$ cat config.mk
export PLATFORM = sky130hd
export DESIGN_NAME = ser_par_gearbox
export DESIGN_NICKNAME = d
export VERILOG_FILES = /design/src/rtl/ser_par_gearbox.sv
export SDC_FILE = /design/constraint.sdc
export NUM_CORES = 1
export LEC_CHECK = 0
export BUFFER_PORTS_ARGS = -buffer_cell sky130_fd_sc_hd__buf_2
export CAP_MARGIN = 20
export CORE_UTILIZATION = 40
export DETAILED_ROUTE_END_ITERATION = 12
export PLACE_DENSITY = 0.7
export SLEW_MARGIN = 20
export SYNTH_ARGS = -nofsm -noshare
export SYNTH_HDL_FRONTEND = slang
export SYNTH_SLANG_ARGS = --single-unit
$ cat constraint.sdc
create_clock -name clk -period 3.3 [get_ports clk]
set_input_delay 0.66 -clock clk [delete_from_list [all_inputs] [get_ports clk]]
set_output_delay 0.66 -clock clk [all_outputs]
set_load 0.005 [all_outputs]
$ cat src/rtl/ser_par_gearbox.sv
// ser_par_gearbox
//   Bidirectional lane gearbox between a LANES*LANE_W parallel word and a
//   LANE_W serial lane stream. One direction is active per word:
//     mode=0  parallel-to-serial (P2S): one word in, LANES beats out
//     mode=1  serial-to-parallel (S2P): LANES beats in, one word out
//   mode and msb_first are latched when a word starts and are ignored until
//   the machine is back in IDLE.
//
// Ports
//   clk, rst       clock; synchronous active-high reset
//   mode           0 = P2S, 1 = S2P (sampled at word start)
//   msb_first      1 = top lane first, 0 = lane 0 first (sampled at word start)
//   p_in_*         P2S parallel input  (valid/ready/data)
//   s_out_*        P2S serial output   (valid/ready/data/last)
//   s_in_*         S2P serial input    (valid/ready/data)
//   p_out_*        S2P parallel output (valid/ready/data)
//   busy           high whenever the FSM is not in IDLE
//
// State table
//   state   | meaning
//   IDLE    | no word in flight; ready follows the live mode input
//   SHIFT   | P2S word loaded; emitting lane cnt in the latched order
//   COLLECT | S2P word partially assembled; cnt lanes written so far
//   HOLD    | S2P word complete; presented on p_out_data until taken

module ser_par_gearbox #(
  parameter int LANE_W = 8,
  parameter int LANES  = 4
) (
  input  logic                      clk,
  input  logic                      rst,
  input  logic                      mode,
  input  logic                      msb_first,

  input  logic                      p_in_valid,
  output logic                      p_in_ready,
  input  logic [LANES*LANE_W-1:0]   p_in_data,

  output logic                      s_out_valid,
  input  logic                      s_out_ready,
  output logic [LANE_W-1:0]         s_out_data,
  output logic                      s_out_last,

  input  logic                      s_in_valid,
  output logic                      s_in_ready,
  input  logic [LANE_W-1:0]         s_in_data,

  output logic                      p_out_valid,
  input  logic                      p_out_ready,
  output logic [LANES*LANE_W-1:0]   p_out_data,

  output logic                      busy
);

  localparam int WORD_W = LANES * LANE_W;
  localparam int CW     = (LANES > 1) ? $clog2(LANES) : 1;
  localparam logic [CW-1:0] CNT_MAX = CW'(LANES - 1);

  typedef enum logic [1:0] {
    IDLE    = 2'd0,
    SHIFT   = 2'd1,
    COLLECT = 2'd2,
    HOLD    = 2'd3
  } state_t;

  state_t              state;
  logic [CW-1:0]       cnt;
  logic                msb_q;
  logic [WORD_W-1:0]   shreg;
  logic [WORD_W-1:0]   col;

  logic [CW-1:0]       cnt_inc;
  logic                cnt_last;
  logic                p_acc;
  logic                s_acc;
  logic [CW-1:0]       s_wr_idx;
  logic [LANE_W-1:0]   first_lane;

  // Physical lane for the c-th beat of a word in the given order.
  function automatic logic [CW-1:0] lane_idx(input logic [CW-1:0] c,
                                             input logic          msb);
    return msb ? (CNT_MAX - c) : c;
  endfunction

  function automatic logic [LANE_W-1:0] lane_of(input logic [WORD_W-1:0] w,
                                                input logic [CW-1:0]     idx);
    logic [LANE_W-1:0] r;
    r = '0;
    for (int i = 0; i < LANES; i++) begin
      if (idx == CW'(i)) r = w[i*LANE_W +: LANE_W];
    end
    return r;
  endfunction

  assign cnt_inc  = cnt + CW'(1);
  assign cnt_last = (cnt == CNT_MAX);

  // A new P2S word may enter from IDLE, or on the final beat of the current
  // word so that back-to-back words stream with no bubble.
  assign p_in_ready = !mode &&
                      ((state == IDLE) ||
                       ((state == SHIFT) && cnt_last && s_out_ready));

  assign s_in_ready = ((state == IDLE) && mode) || (state == COLLECT);

  assign p_acc = p_in_valid && p_in_ready;
  assign s_acc = s_in_valid && s_in_ready;

  // The first S2P beat is placed with the live msb_first; later beats use
  // the latched copy.
  assign s_wr_idx   = (state == IDLE) ? lane_idx('0, msb_first)
                                      : lane_idx(cnt, msb_q);
  assign first_lane = lane_of(p_in_data, lane_idx('0, msb_first));

  assign busy       = (state != IDLE);
  assign p_out_data = col;

  // The active direction is implied by the state (SHIFT vs COLLECT/HOLD),
  // so only msb_first needs an explicit latched copy.
  always_ff @(posedge clk) begin
    if (rst) begin
      state       <= IDLE;
      cnt         <= '0;
      msb_q       <= 1'b0;
      shreg       <= '0;
      col         <= '0;
      s_out_data  <= '0;
      s_out_valid <= 1'b0;
      s_out_last  <= 1'b0;
      p_out_valid <= 1'b0;
    end else begin
      if (p_acc) begin
        state       <= SHIFT;
        shreg       <= p_in_data;
        msb_q       <= msb_first;
        cnt         <= '0;
        s_out_data  <= first_lane;
        s_out_valid <= 1'b1;
        s_out_last  <= (CNT_MAX == '0);
      end else begin
        case (state)
          IDLE: begin
            if (s_acc) begin
              state <= COLLECT;
              msb_q <= msb_first;
              cnt   <= CW'(1);
            end
          end

          SHIFT: begin
            if (s_out_ready) begin
              if (cnt_last) begin
                state       <= IDLE;
                s_out_valid <= 1'b0;
                s_out_last  <= 1'b0;
              end else begin
                cnt        <= cnt_inc;
                s_out_data <= lane_of(shreg, lane_idx(cnt_inc, msb_q));
                s_out_last <= (cnt_inc == CNT_MAX);
              end
            end
          end

          COLLECT: begin
            if (s_in_valid) begin
              if (cnt_last) begin
                state       <= HOLD;
                p_out_valid <= 1'b1;
              end else begin
                cnt <= cnt_inc;
              end
            end
          end

          HOLD: begin
            if (p_out_ready) begin
              state       <= IDLE;
              p_out_valid <= 1'b0;
            end
          end

          default: state <= IDLE;
        endcase
      end

      if (s_acc) begin
        for (int i = 0; i < LANES; i++) begin
          if (s_wr_idx == CW'(i)) col[i*LANE_W +: LANE_W] <= s_in_data;
        end
      end
    end
  end

endmodule

==> metrics.md, run 1 <==
| Metric | Value |
|---|---|
| CTS root buf | clkbuf_8 |
| IO Pins | 94 |
| Max Fanout on Critical Path | 19 |
| Setup TNS | 0 ns |
| Worst min path class | reg2reg |
| Total Wirelength | approximately 10000 um |
| Clock Tree Buf Depth | 2 |
| H-tree depth | 3 |
| Syn Area/Cell | 9.04 sq um |
| Clock power frac | 23.5% |
| Die Wd | 101 um |
| Worst path required time | about 3.5 ns |
| CTS Sinks | 80 |
| Antenna diodes | 0 |
| P&R area growth vs syn | 17.9% |
| Arr. time, crit path | 2.82 ns |
| Asr flop ratio synth | 0% |
| Row cnt | 35 |
| Slew @ Worst Pin | 0.900 ns |
| DRC Markers | 0 |
| Post-synthesis instance total | 436 |
| Total GRT Usage | 20.2% |
| Clk_lat worst skew | 0.35 ns |
| CP Capture Type | register |
| Initial DRC Count | 183 |
| Buffer count from post-CTS setup fixing | 0 |
| Vias | 3,424 |
| Final ANT Viol Nets | 0 |
| Global-route wire length before repair | 16,100 um |
| Setup-failing EPs final | 0 |
| Core area | 0.00937 sq mm |
| Drt first pass iters | 4 |
| CTS clk-pin slew, worst paths | 0.08 ns |
| Post_cts resized | 0 |
| Final core utilization | 49.6% |
| Ys flop type | dfxtp_1 |
| Relative slew margins | roughly two fifths |
| Sequential share of power | around two fifths |
| Max-Cap Viols | 0 |
| F_max | 0.383 GHz |
| Sw Ratio | 35.8% |
| Initial antenna violation count | 0 |
| EDFF count, synth | 0 |
| Post-route clock period utilization | 79.1% |
| Grt ovf | 0 |
| Path type of the worst setup path | reg2reg |
| Synthesis warning total | 0 |
| Port Buffers | 93 |
| CP startpoint kind | register |
| RSZ-0062 raised after global routing | no |
| Maximum vdd drop | 244 uV |
| DPL Wire Length | 7230 um |
| Most frequent cells in the layout | nand2_1, buf_2, dfxtp_1 |
| Layout cell share with drive strength beyond 1 | 29.0% |
| Syn nets | a little under 500 |
| Largest net degree at the start of global routing | roughly 60 |
| # hold bufs at CTS | 0 |
| Final-stage net count | 571 |
| Most common cell after layout, fill and taps aside | nand2_1 |
| Post-Syn Area | between 0.003 and 0.004 sq mm |
| Setup Skew | 0.00935 ns |
| CTS tree | built |
| Final hold vios | 0 |
| Distinct cells, synth | 55 |
| P_sw | 1.08 mW |
| Die Ht | 101 um |
| Post-route minimum period | 2.61 ns |
| Seq/Total Area, Yosys | 40.6% |
| Internal | 1.93 mW |
| Slew Limit Fails | 0 |
| Placer Congestion | 0.849 |
| Full die area | slightly above 0.01 sq mm |
| Flops & latches, synth | 80 |
| P_leak | 1.94 nW |
| Vias per inst | 5.28 |
| Initial Utilization | a little over two fifths |
| CTS buffer count | 9 |
| Status | finished, final reports clean |
| WL per Instance | 15.4 um |
| Share of total power in combinational logic | 36.7% |
| Vias in the first global route | 3,245 |
| PwrDens | 647 mW/mm^2 |
-- path summary, 6_finish.rpt --
path	cells after the start	endpoint	start	slack (ns)
min reg2reg	2	s_out_last	s_out_last	0.46
min	2	s_out_last	s_out_last	0.46
max reg2reg	6	s_out_data[4]	cnt[0]	0.69
max	6	s_out_data[4]	cnt[0]	0.69
-- synth_stat cells (all sizes together) (5+ instances only) --
| library cell | number | area share, % |
|---|---|---|
| nand2 | 97 | 9.2 |
| dfxtp | 80 | 41 |
| a21oi | 46 | 6.4 |
| mux2i | 43 | 11 |
| nor2 | 25 | 2.4 |
| buf | 16 | 2.4 |
| clkbuf | 13 | 1.2 |
| mux2 | 13 | 3.7 |
| inv | 8 | 0.76 |
| o21ai | 8 | 1.1 |
| ha | 7 | 2.2 |
| mux4 | 7 | 4.0 |
| nor2b | 6 | 0.95 |
| a211oi | 5 | 1.3 |
| o32ai | 5 | 1.1 |
-- per-stage QoR --
step	worst slack (ns)	area (sq um)	hold slack, ns	power [mW]	std cells
3_3_place_gp	0.822	4460	0.441	2.28	634
3_5_place_dp	0.689	4460	0.446	2.32	634
2_1_floorplan	0.984	3940	0.433	2.05	436
5_1_grt	0.423	4650	0.478	3.20	649
6_report	0.689	4650	0.459	3.01	649
4_1_cts	0.680	4650	0.460	3.02	649
-- metal layers --
layer | vias to the layer above | share of wire (%) | global-route usage (%)
met5 | - | 0 | 0
met4 | 0 | 1.4 | 9.92
met3 | 10 | 5.9 | 2.97
met2 | 102 | 48 | 32.3
met1 | 1619 | 45 | 26.8
li1 | 1693 | - | -
-- power groups by stage --
stage | logic [mW] | registers (mW) | clock network, mW
after floorplan | 0.878 | 1.17 | 0
after global placement | 1.07 | 1.21 | 0
after detailed placement | 1.10 | 1.22 | 0
after CTS | 1.10 | 1.20 | 0.721
after global routing | 1.22 | 1.22 | 0.761
final | 1.10 | 1.20 | 0.706
-- state kept, by name (all words and copies together), names as in the netlist --
name         flops
p_out_data      32
shreg           32
s_out_data       8
cnt              2
state            2
msb_q            1
p_out_valid      1
s_out_last       1
s_out_valid      1
-- layout make-up --
cell class | instances | area (sq um)
Tap cell | 129 | 161
Timing Repair Buffer | 98 | 503
Clock buffer | 11 | 141
Fill cell | 919 | 4720
Sequential cell | 80 | 1600
Clock inverter | 4 | 45.0
Inverter | 8 | 30.0
Multi-Input combinational cell | 319 | 2170
-- cell families after synthesis --
logic type	after synthesis	share of synthesized area, %
AO/OA/AOI/OAI	87	15.3
XOR/XNOR	1	0.222
adder cells (fa/ha/maj)	7	2.22
buffers and inverters	37	4.41
flip-flops	80	40.6
multiplexers	63	18.6
AND/OR/NAND/NOR	161	18.5
-- worst max-delay path, cell delays in order (launching register included) --
cell	delay (ns)
dfxtp_1	0.63
inv_1	0.16
ha_1	0.62
and3b_1	0.31
or2_2	0.31
a221oi_1	0.31
a211oi_1	0.12
Note: power is estimated with default switching activity, not from simulation.
==> run 2, diff against run 1 <==
- clock period: 3.3 -> 2.7 ns (I/O delays scaled with it)
==> run 2 against run 1 <==
Against the previous run:
- die area did not move
- final cell count is 0.62% higher
- clock power grew 57%
- flip-flop and latch count unchanged
- combinational power grew 26%
- sequential share of layout area fell by 0.66 points
- non-clock buffer count grew 3
- register-to-register slack got worse by 0.38 ns
==> metrics.md, run 2 (synthesis gave the netlist of run 1 again) <==
| Metric | Value |
|---|---|
| Status | finished, final reports clean |
| Setup-failing EPs final | 0 (unchanged) |
| Initial Utilization | 42.1% (unchanged) |
| Die Wd | 101 um (unchanged) |
| Maximum vdd drop | 309 uV (+27%) |
| F_max | 0.416 GHz |
| Final ANT Viol Nets | 0 (unchanged) |
| CTS tree | built |
| Max Fanout on Critical Path | 9 (-10) |
| Final hold vios | 0 (unchanged) |
| CTS Sinks | 80 (unchanged) |
| Sequential share of power | 36.8% (-3.0 points) |
| CTS clk-pin slew, worst paths | 0.08 ns (about the same) |
| H-tree depth | 3 (unchanged) |
| Slew Limit Fails | 0 (unchanged) |
| DPL Wire Length | 7150 um (-1.2%) |
| Post-route clock period utilization | 89.0% |
| Share of total power in combinational logic | 35.1% (-1.6 points) |
| Initial antenna violation count | 0 (unchanged) |
| P_sw | 1.34 mW (+24%) |
| Antenna diodes | 0 (unchanged) |
| Largest net degree at the start of global routing | 58 (-1.7%) |
| Post_cts resized | 0 (unchanged) |
| Drt first pass iters | 5 (+1) |
| Most frequent cells in the layout | nand2_1, buf_2, dfxtp_1 |
| Full die area | 0.0103 sq mm (unchanged) |
| Grt ovf | 0 (unchanged) |
| WL per Instance | 15.0 um (-2.3%) |
| Path type of the worst setup path | reg2out |
| Total GRT Usage | 20.0% (-0.20 points) |
| Buffer count from post-CTS setup fixing | 0 (unchanged) |
| Vias in the first global route | 3,224 (-0.65%) |
| RSZ-0062 raised after global routing | no |
| Worst path required time | 2.16 ns (-1.35 ns) |
| Worst hold slack | 0.418 ns (-0.0415 ns) |
| Worst min path class | in2reg |
| DRC Markers | 0 (unchanged) |
| Core area | 0.00937 sq mm (unchanged) |
| Sw Ratio | 33.9% (-1.8 points) |
| P&R area growth vs syn | 20.2% |
| IO Pins | 94 (unchanged) |
| Most common cell after layout, fill and taps aside | nand2_1 |
| Vias | 3,450 (+0.76%) |
| Clock power frac | 28.1% (+4.6 points) |
| Internal | 2.61 mW (+35%) |
| Placer Congestion | 0.800 (-5.8%) |
| PwrDens | 833 mW/mm^2 (+29%) |
| Row cnt | 35 (unchanged) |
| P_leak | 1.98 nW (+2.2%) |
| CTS buffer count | 9 (unchanged) |
| Post-route minimum period | 2.40 ns |
| Vias per inst | 5.28 (+0.14%) |
| Max-Cap Viols | 0 (unchanged) |
| Relative slew margins | 49.4% (+9.4 points) |
| CP Capture Type | output port |
| CP startpoint kind | register |
| Clock Tree Buf Depth | 2 (unchanged) |
| Final-stage net count | 574 (+0.53%) |
| Arr. time, crit path | 1.86 ns (-0.96 ns) |
| Setup TNS | 0 ns (unchanged) |
| # hold bufs at CTS | 0 (unchanged) |
| Total Wirelength | 9820 um (-1.7%) |
| Slew @ Worst Pin | 0.758 ns (-0.141 ns) |
| Global-route wire length before repair | 16,000 um (-0.39%) |
| Port Buffers | 93 (unchanged) |
| Initial DRC Count | 156 (-15%) |
| Clk_lat worst skew | 0.35 ns (about the same) |
| Setup Skew | 0.0140 ns (+0.00461 ns) |
| Layout cell share with drive strength beyond 1 | 29.6% (+0.54 points) |
| Die Ht | 101 um (unchanged) |
| CTS root buf | clkbuf_8 |
run 2: cell types whose count changed in the layout (fill, tap and decap cells not counted):
cell / delta
clkinv_2: -3
buf_4: +3
inv_6: +1
bufinv_16: +2
clkbuf_8: +1
run 2: metal layers:
| metal | share of wire, % | vias up | GRT usage, % |
|---|---|---|---|
| met2 | 46 | 77 | 30.2 |
| met1 | 48 | 1653 | 27.8 |
| met3 | 3.9 | 15 | 3.80 |
| met4 | 2.1 | 0 | 8.92 |
| li1 | - | 1705 | - |
| met5 | 0 | - | 0 |
run 2: path summary, 6_finish.rpt:
check,cells after the start,to,slack [ns],startpoint
setup / recovery,5,s_in_ready,0.30,state[0]
hold / removal,3,shreg[16],0.42,p_in_data[16]
setup reg to reg,6,s_out_data[4],0.31,cnt[0]
hold reg to reg,2,s_out_valid,0.46,s_out_valid
run 2: layout make-up:
type                       count  area (sq um)
inverter                       8          30.0
multi-input combinational    319          2170
fill                         923          4630
clock inverter                 4          98.8
tap                          129           161
clock buffer                  12           155
sequential                    80          1600
timing repair buffer         101           526
run 2: metrics by stage:
step | setup WS [ns] | total power, mW | instances | cell area [sq um] | util (%)
2_1_floorplan | 0.384 | 2.50 | 436 | 3940 | -
3_3_place_gp | 0.481 | 2.81 | 637 | 4480 | 47.9
3_5_place_dp | 0.329 | 2.85 | 637 | 4480 | 47.9
4_1_cts | 0.305 | 3.96 | 653 | 4740 | 50.6
5_1_grt | 0.0982 | 4.18 | 653 | 4740 | 50.6
6_report | 0.298 | 3.95 | 653 | 4740 | 50.6
run 2: worst max-delay path, cell delays in order, from the launching register on:
cell,delay [ns]
dfxtp_1,0.40
inv_1,0.10
ha_1,0.33
a21oi_1,0.44
inv_2,0.11
buf_2,0.15
run 2: power groups by stage:
stage	sequential, mW	clock (mW)	combinational, mW
2_1_floorplan	1.43	0	1.07
3_3_place_gp	1.47	0	1.34
3_5_place_dp	1.48	0	1.38
4_1_cts	1.45	1.13	1.38
5_1_grt	1.47	1.18	1.53
6_report	1.45	1.11	1.39
==> run 3, diff against run 2 <==
- ABC_AREA: not set -> 1
- PLACE_DENSITY: 0.7 -> 0.71
==> run 3 against run 2 <==
Against the previous run:
- register-to-register slack improved by 0.11 ns
- via count rose by 3.0%
- global-route usage rose by 1.4 points
- fmax rose by 5.4%
==> metrics.md, run 3 <==
| Metric | Value |
|---|---|
| Setup TNS | 0 ns (unchanged) |
| Post-synth top area share | 45.1% (+4.5 points) |
| Antenna diodes | 0 (unchanged) |
| DPL Wire Length | 6860 um (-4.0%) |
| Clk_lat worst skew | 0.35 ns (about the same) |
| CTS buffer count | 9 (unchanged) |
| IO Pins | 94 (unchanged) |
| Worst path required time | 2.98 ns (+0.82 ns) |
| Area leader, netlist | dfxtp_1 |
| Synth Area in Compound Gates | 18.8% (+3.5 points) |
| Grt ovf | 0 (unchanged) |
| Most frequent cell after synthesis | nand2_1 |
| Slew @ Worst Pin | 0.555 ns (-0.203 ns) |
| H-tree depth | 3 (unchanged) |
| Relative slew margins | 62.9% (+13 points) |
| Worst min path class | in2reg |
| Arr. time, crit path | 2.56 ns (+0.70 ns) |
| Largest net degree at the start of global routing | 35 (-40%) |
| CP startpoint kind | register |
| Total Wirelength | 9330 um (-5.0%) |
| Most common cell after layout, fill and taps aside | nand2_1 |
| Synth top area cells | dfxtp_1, nand2_1, a21oi_1 |
| RSZ-0062 raised after global routing | no |
| Core area | 0.00838 sq mm (-11%) |
| Dpl cell area | 0.00411 sq mm (-8.3%) |
| Internal | 2.57 mW (-1.3%) |
| EDFF count, synth | 0 (unchanged) |
| Synth Area in Simple Gates | 26.7% (+8.2 points) |
| Initial Utilization | 42.3% (+0.26 points) |
| Clock power frac | 25.2% (-2.9 points) |
| P_sw | 1.67 mW (+24%) |
| Vias | 3,555 (+3.0%) |
| Die Ht | 96.2 um (-5.0%) |
| Vias in the first global route | 3,175 (-1.5%) |
| # hold bufs at CTS | 0 (unchanged) |
| Worst hold slack | 0.431 ns (+0.0133 ns) |
| Maximum vdd drop | 304 uV (-1.7%) |
| Full die area | 0.00925 sq mm (-9.8%) |
| Port Buffers | 93 (unchanged) |
| Final-stage net count | 641 (+12%) |
| Ys flop type | dfxtp_1 |
| Slew Limit Fails | 0 (unchanged) |
| DRC Markers | 0 (unchanged) |
| Global-route wire length before repair | 15,100 um (-5.4%) |
| Placer Congestion | 0.869 (+8.7%) |
| Post-synthesis instance total | 494 (+13%) |
| Total GRT Usage | 21.4% (+1.4 points) |
| Vias per inst | 5.11 (-3.3%) |
| Sw Ratio | 39.3% (+5.4 points) |
| Largest family of logic cells by synthesized area | simple AND/OR/NAND/NOR gates |
| Drt first pass iters | 5 (unchanged) |
| Placed cell count | 680 (+6.8%) |
| Status | finished, final reports clean |
| Most frequent cells in the layout | nand2_1, buf_2, dfxtp_1 |
| Final ANT Viol Nets | 0 (unchanged) |
| Sequential share of power | 35.9% (-0.9 points) |
| Buffer count from post-CTS setup fixing | 0 (unchanged) |
| Fill cells | 827 (-10%) |
| Commonest cells post-synth | nand2_1, dfxtp_1, a21oi_1, nor2_1, o21ai_0 |
| Post-route minimum period | 2.28 ns (-0.123 ns) |
| Clock Tree Buf Depth | 2 (unchanged) |
| Initial DRC Count | 257 (+65%) |
| Seq/Total Area, Yosys | 45.1% (+4.5 points) |
| Fin area | 0.00436 sq mm (-8.0%) |
| Share of total power in combinational logic | 38.9% (+3.8 points) |
| Post-Syn Area | 0.00355 sq mm (-10%) |
| Post-Synth XOR/XNOR Area | 0% (-0.22 points) |
| F_max | 0.439 GHz (+5.4%) |
| Layout cell share with drive strength beyond 1 | 21.8% (-7.8 points) |
| CP Capture Type | register |
| Row cnt | 33 (-5.7%) |
| Post_cts resized | 0 (unchanged) |
| Asr flop ratio synth | 0% (unchanged) |
| Path type of the worst setup path | reg2reg |
| Synthesis warning total | 0 (unchanged) |
| CTS tree | built |
| CTS Sinks | 80 (unchanged) |
| Syn Area/Cell | 7.18 sq um (-21%) |
| Setup-failing EPs final | 0 (unchanged) |
| Max Fanout on Critical Path | 20 (+11) |
| Non-Filler Instances | 696 (+6.6%) |
| Setup Skew | 0.00717 ns (-0.00679 ns) |
| CTS root buf | clkbuf_8 |
| Syn nets | 549 (+12%) |
| CTS clk-pin slew, worst paths | 0.08 ns (about the same) |
| Distinct cells, synth | 26 (-53%) |
| Total chip power | 4.24 mW (+7.5%) |
| Post-route clock period utilization | 84.4% (-4.5 points) |
| Die Wd | 96.2 um (-5.0%) |
| Max-Cap Viols | 0 (unchanged) |
| P&R area growth vs syn | 22.9% |
| Post-synthesis mux area share | 0% (-19 points) |
| P_leak | 2.00 nW (+0.97%) |
| Initial antenna violation count | 0 (unchanged) |
| Final hold vios | 0 (unchanged) |
| Flops & latches, synth | 80 (unchanged) |
| Post-Synth Adder-Cell Area | 2.47% (+0.25 points) |
| WL per Instance | 13.4 um (-11%) |
| PwrDens | 973 mW/mm^2 (+17%) |
[run 3: cell count changes after synthesis, moves of 13 or more]
cell / delta
o21ai_0: +36
nor2_1: +26
nand3_1: +19
nand2_1: +17
a21oi_1: +13
mux2_2: -13
inv_1: +26
mux2i_1: -43
o21ai_1: +21
nor3_1: +15
[run 3: cell type report]
| class | count | area (sq um) | area share [%] |
|---|---|---|---|
| repair buffers | 102 | 533 | 12.2 |
| well taps | 105 | 131 | 3.01 |
| multi-input cells | 355 | 1700 | 39.0 |
| inverters | 38 | 145 | 3.33 |
| clock inverters | 5 | 104 | 2.38 |
| flip-flops and latches | 80 | 1600 | 36.8 |
| clock buffers | 11 | 141 | 3.24 |
[run 3: routing by layer]
layer | track usage (%) | up-vias | share of wire (%)
li1 | - | 1826 | -
met1 | 30.2 | 1580 | 48
met2 | 32.2 | 135 | 45
met3 | 3.00 | 14 | 5.5
met4 | 9.70 | 0 | 1.8
met5 | 0 | - | 0
[run 3: path summary, 6_finish.rpt]
path	slack (ns)	cells after the start	from	end
worst min-delay path	0.43	3	p_in_data[18]	shreg[18]
worst max register to register	0.42	9	state[0]	shreg[5]
worst max-delay path	0.42	9	state[0]	shreg[5]
worst min register to register	0.46	2	shreg[30]	shreg[30]
[run 3: cells by family (layout without fill, tap and decap cells)]
family	after synthesis	in the layout
AND/OR/NAND/NOR	220	220
AO/OA/AOI/OAI	128	128
flip-flops	80	80
buffers and inverters	59	156
adder cells (fa/ha/maj)	7	7
[run 3: stage by stage]
stage          util (%)  worst slack (ns)
5_1_grt            52.0            0.0917
3_5_place_dp       49.1             0.458
4_1_cts            52.0             0.427
3_3_place_gp       49.1             0.610
2_1_floorplan         -             0.937
6_report           52.0             0.420
[run 3: critical path, stage by stage, from the launching register on]
cell and delay [ns]:
dfxtp_1 0.34, inv_1 0.13, ha_1 0.37, inv_2 0.10
nand2_1 0.09, nand3_1 0.31, inv_1 0.37, buf_4 0.30
nand2_1 0.08, a21oi_1 0.13
[run 3: power groups by stage]
stage,sequential [mW],combinational (mW),clock (mW)
after detailed placement,1.54,1.62,0
after CTS,1.52,1.63,1.09
after global placement,1.54,1.59,0
after floorplan,1.53,1.14,0
after global routing,1.54,1.86,1.14
final,1.52,1.65,1.07
